File: config.mk
export PLATFORM = sky130hd
export DESIGN_NAME = instr_prefetch
export DESIGN_NICKNAME = d
export VERILOG_FILES = /design/src/rtl/instr_prefetch.sv
export SDC_FILE = /design/constraint.sdc
export NUM_CORES = 1
export LEC_CHECK = 0
export ABC_AREA = 1
export ABC_CLOCK_PERIOD_IN_PS = 30900
export BUFFER_PORTS_ARGS = -buffer_cell sky130_fd_sc_hd__buf_2
export CAP_MARGIN = 10
export CORE_ASPECT_RATIO = 1.75
export CORE_MARGIN = 5
export CORE_UTILIZATION = 60
export CTS_BUF_LIST = sky130_fd_sc_hd__clkbuf_2
export CTS_CLUSTER_SIZE = 30
export DETAILED_ROUTE_END_ITERATION = 12
export PLACE_DENSITY = 0.91
export SYNTH_ARGS = -nofsm -noshare
export SYNTH_HDL_FRONTEND = slang
export SYNTH_SLANG_ARGS = --single-unit
File: constraint.sdc
create_clock -name clk -period 30.9 [get_ports clk]
set_input_delay 3.09 -clock clk [delete_from_list [all_inputs] [get_ports clk]]
set_output_delay 3.09 -clock clk [all_outputs]
set_load 0.05 [all_outputs]
File: src/rtl/instr_prefetch.sv
// Instruction prefetch unit: sequential word fetch over req/gnt/rvalid, buffered
// in a small PC-tagged FIFO, delivered over valid/ready, flushed on redirect.
module instr_prefetch #(
  parameter int unsigned DEPTH    = 4,
  parameter logic [31:0] RESET_PC = 32'h0000_0000
) (
  input  logic        clk,
  input  logic        rst,
  output logic        imem_req,
  output logic [31:0] imem_addr,
  input  logic        imem_gnt,
  input  logic        imem_rvalid,
  input  logic [31:0] imem_rdata,
  output logic        instr_valid,
  output logic [31:0] instr,
  output logic [31:0] instr_pc,
  input  logic        instr_ready,
  input  logic        redirect,
  input  logic [31:0] redirect_pc
);

  localparam int unsigned PTR_W = $clog2(DEPTH);
  localparam int unsigned CNT_W = PTR_W + 1;
  localparam logic [CNT_W:0] DEPTH_L = (CNT_W + 1)'(DEPTH);

  logic [31:0]       fetch_pc;
  logic [31:0]       resp_pc;
  logic [31:0]       fifo_instr [DEPTH];
  logic [31:0]       fifo_pc    [DEPTH];
  logic [PTR_W-1:0]  rd_ptr;
  logic [PTR_W-1:0]  wr_ptr;
  logic [CNT_W-1:0]  count;
  logic [CNT_W-1:0]  outstanding;
  logic [CNT_W-1:0]  discard;

  logic [CNT_W:0]    in_use;
  logic              grant;
  logic              drop;
  logic              push;
  logic              pop;
  logic [31:0]       target_pc;
  logic              unused_redirect_lsb;

  // Credit scheme: never have more fetches in flight or buffered than FIFO slots.
  assign in_use      = {1'b0, outstanding} + {1'b0, count};
  assign imem_req    = !rst && !redirect && (in_use < DEPTH_L);
  assign imem_addr   = fetch_pc;
  assign grant       = imem_req && imem_gnt;
  assign drop        = imem_rvalid && (discard != '0);
  assign push        = imem_rvalid && !drop && !redirect;
  assign instr_valid = (count != '0);
  assign pop         = instr_valid && instr_ready && !redirect;
  assign instr       = fifo_instr[rd_ptr];
  assign instr_pc    = fifo_pc[rd_ptr];
  assign target_pc   = {redirect_pc[31:2], 2'b00};

  assign unused_redirect_lsb = ^redirect_pc[1:0];

  always_ff @(posedge clk or posedge rst) begin
    if (rst) begin
      fetch_pc    <= RESET_PC;
      resp_pc     <= RESET_PC;
      rd_ptr      <= '0;
      wr_ptr      <= '0;
      count       <= '0;
      outstanding <= '0;
      discard     <= '0;
      for (int i = 0; i < int'(DEPTH); i++) begin
        fifo_instr[i] <= '0;
        fifo_pc[i]    <= '0;
      end
    end else if (redirect) begin
      // Everything still in flight belongs to the old stream, including any
      // response arriving this very cycle.
      fetch_pc    <= target_pc;
      resp_pc     <= target_pc;
      rd_ptr      <= '0;
      wr_ptr      <= '0;
      count       <= '0;
      outstanding <= outstanding - CNT_W'(imem_rvalid);
      discard     <= outstanding - CNT_W'(imem_rvalid);
    end else begin
      if (grant) begin
        fetch_pc <= fetch_pc + 32'd4;
      end
      outstanding <= outstanding + CNT_W'(grant) - CNT_W'(imem_rvalid);
      if (drop) begin
        discard <= discard - CNT_W'(1'b1);
      end
      if (push) begin
        fifo_instr[wr_ptr] <= imem_rdata;
        fifo_pc[wr_ptr]    <= resp_pc;
        wr_ptr             <= wr_ptr + PTR_W'(1'b1);
        resp_pc            <= resp_pc + 32'd4;
      end
      if (pop) begin
        rd_ptr <= rd_ptr + PTR_W'(1'b1);
      end
      count <= count + CNT_W'(push) - CNT_W'(pop);
    end
  end

endmodule
==> out/metrics.csv <==
stage,metric,value,unit
outcome,status,"complete, no violations",
power,Internal,0.000777,W
layout,Reg area,0.00804,mm^2
global_route,total gr overflow,0,
layout,"Cell Count, Final, Fillers Out",2423,
yosys,Yosys top cell area share,0.517,
floorplanning,Initial Util,0.603,
timing,setup violators final,0,
yosys,syn_area_per_cell,8.13,um^2
power,sequential share of power,0.387,
yosys,Yosys cell types,38,
clock_tree,"Setup Fix Bufs, Post-CTS",0,
layout,area of the multi-input gates,0.00638,mm^2
placed_design,PortBufs,161,
timing,final hold violations,0,
timing,Worst-Margin Slew,1.15,ns
power,PD cells,88.6,mW/mm^2
timing,Max Clk Rate,134,MHz
clock_tree,cts bufs inserted,72,
placed_design,placed cells,2299,
yosys,adder-cell area share of the yosys netlist,0.0155,
power,Comb power frac,0.434,
worst_setup_path,Startpoint Class,primary input,
floorplanning,Die Y,223,um
yosys,largest family of logic cells by synthesized area,simple AND/OR/NAND/NOR gates,
yosys,multiplexer area fraction after synthesis,0,
worst_setup_path,CP required,27.81,ns
global_route,initial antenna violation count,1,
timing,RSZ-0062 raised after global routing,no,
clock_tree,Resize count post-CTS,0,
power,Net Sw Frac,0.482,
placed_design,GPL Wtd Cong,0.945,
yosys,"Seq/Total Area, Yosys",0.517,
global_route,grt met3 use,0.0519,
yosys,Syn Inst Count,1913,
job,Max Cap Viol,0,
global_route,Total GRT Usage,0.271,
drt,drt first-iter violations,1059,
floorplanning,core footprint,0.0258,mm^2
yosys,Compound-Gate Fraction of Synth Area,0.174,
floorplanning,boundary pin count,168,
timing,fin. max-slew vios,0,
layout,final core occ,0.657,
global_route,first-pass GRT wire length,66.3,mm
yosys,top cell type by total area after synthesis,dfrtp_1,
min_path,Hold Crit Class,flip-flop to flip-flop,
clock_tree,H-tree depth,3,
worst_setup_path,kind of end point of the critical path,primary output,
power,VDD IR max,0.0000501,V
clock_tree,CTS tree,yes,
clock_tree,clock transition at the registers of the reported paths,0.09,ns
drt,drt pass-1 iters,5,
layout,Fillers,2184,
yosys,Mapped Area,0.0155,mm^2
timing,minimum clock period,7.46,ns
yosys,Yosys warnings,0,
yosys,top_reg_cell synth,dfrtp_1,
power,clock power share,0.179,
worst_setup_path,Worst Path Max Fanout,104,
clock_tree,root buffer cell,clkbuf_2,
global_route,grt peak-use layer,met2,
placed_design,DP Worst Slack,23.41,ns
global_route,vias in the first global route,13800,
yosys,#FFs+latches synth,321,
layout,Area growth syn-to-layout,8.81,%
clock_tree,Post-CTS Hold Buffers,0,
floorplanning,Die X,132,um
power,P_sw,0.000722,W
timing,worst setup margin,23.44,ns
yosys,top post-synthesis cells by area,"dfrtp_1 (52%), o21ai_0 (12%), nand2_1 (11%), nor2_1 (4.6%), inv_1 (3.2%)",
worst_setup_path,Crit Path Class,primary input to primary output,
floorplanning,die area,0.0294,mm^2
layout,fin nets,2141,
placed_design,HPWL after detailed placement,25.8,mm
drt,DRC,0,
worst_setup_path,CP arrival,4.37,ns
drt,Routed WL,39.9,mm
floorplanning,Rows,78,
yosys,asr flop ratio synth,1.00,
clock_tree,clock sinks,321,
global_route,GR Util met2,0.470,
layout,post-route cell area,0.0169,mm^2
yosys,Synth Area in XOR/XNOR,0.0146,
placed_design,Post-Place Cell Area,0.0163,mm^2
drt,via count,14000,
layout,layout cells sized above 1,0.149,
timing,Fin Setup TNS,0,ns
timing,period utilization,0.241,
timing,skew final,0.131,ns
global_route,met1 Usage GRT,0.315,
global_route,largest net degree at the start of global routing,110,
drt,vias per cell,5.77,
clock_tree,clk_lat worst skew,0.97,ns
drt,number of routed nets with antenna violations,0,
power,Leakage,8.57,nW
clock_tree,CTS max path bufs,3,
timing,Relative slew margins,0.232,
drt,DR WL/cell,16.5,um
yosys,Post-synth EDFFs,0,
yosys,Simple-Gate Fraction of Synth Area,0.205,
-- power groups by stage --
stage / Clock [W] / Combinational, W / Sequential, W
2_1_floorplan: 0 / 0.000487 / 0.000588
3_3_place_gp: 0 / 0.000637 / 0.000580
3_5_place_dp: 0 / 0.000651 / 0.000586
4_1_cts: 0.000276 / 0.000653 / 0.000578
5_1_grt: 0.000296 / 0.000704 / 0.000592
6_report: 0.000269 / 0.000650 / 0.000580
-- cell type report --
type,count,area share
Antenna cell,1,0.000148
Clock buffer,104,0.0308
Clock inverter,19,0.00754
Inverter,139,0.0315
Multi-Input combinational cell,1344,0.377
Sequential cell,321,0.475
Tap cell,320,0.0237
Timing Repair Buffer,175,0.0538
-- flip-flops by register name (all words and copies together) (netlist names) --
register and flops:
fifo_instr 128, wr_ptr 2, rd_ptr 2, discard 3, fifo_pc 120, outstanding 3
resp_pc 30, imem_addr 30, count 3
-- kinds of logic after synthesis --
logic type | Yosys count
XOR/XNOR | 26
AO/OA/AOI/OAI | 512
adder cells (fa/ha/maj) | 18
other | 1
flip-flops | 321
AND/OR/NAND/NOR | 784
buffers and inverters | 251
-- routing by layer --
metal  vias up  part of all wire
li1       6618                 -
met1      6611              0.38
met2       632              0.51
met3       122             0.067
met4         0             0.046
met5         -                 0
-- synthesized netlist by cell type, types with 2 or more instances --
master and instances:
o21bai_1 5, nand2_1 471, clkbuf_1 65, nand3_1 81, buf_4 15, nand2_4 3
o21ai_0 362, buf_2 12, xnor2_1 2, or2_2 2, nor2_2 6, buf_6 18
inv_1 132, nand4_1 12, a21oi_1 9, dfrtp_1 321, nand3b_1 3, nor2_4 3
fa_1 2, nor3_1 8, a31oi_1 3, o211ai_1 17, clkinv_1 2, o22ai_1 62
nor2_1 189, ha_1 16, inv_2 4, buf_1 2, o21ai_1 50, o221ai_1 2
xor2_1 24, nand2_2 4
-- path summary, 6_finish.rpt --
kind                                      from        endpoint  slack (ns)  cells past startpoint
worst max register to register        count[1]  outstanding[2]       27.91                     12
worst max-delay path                       rst        imem_req       23.44                      5
worst min-delay path            fifo_instr[90]  fifo_instr[90]        0.49                      2
max in group asynchronous                  rst     fifo_pc[73]       26.24                      4
worst min register to register  fifo_instr[90]  fifo_instr[90]        0.49                      2
min in group asynchronous                  rst   imem_addr[26]        2.27                      2
-- cells in the final DEF (no fill, tap or decap), types with 3 or more instances in the layout --
cell and count:
buf_2 161, nor3_1 8, a21oi_1 9, clkinv_1 14, o21ai_1 50, nand4_1 12
nand3b_1 3, nor2_1 189, a31oi_1 3, o22ai_1 62, conb_1 4, nor2_4 3
dfrtp_1 319, nand2_1 471, clkbuf_2 104, nand2_4 5, buf_4 14, o211ai_1 17
nand3_1 81, ha_1 16, nor2_2 6, inv_1 131, inv_2 7, o21ai_0 362
xor2_1 24, o21bai_1 5
-- stage by stage --
stage / power [W] / hold WS, ns
after global routing: 0.00159 / 0.508
after floorplan: 0.00107 / 0.448
final: 0.00150 / 0.490
after global placement: 0.00122 / 0.460
after CTS: 0.00151 / 0.491
after detailed placement: 0.00124 / 0.468
-- worst max-delay path, cell delays in order --
cell	delay [ns]
buf_2	0.13
inv_8	0.50
nand3b_1	0.17
nor2_2	0.16
buf_2	0.28
Power figures use the tool's default switching activity.
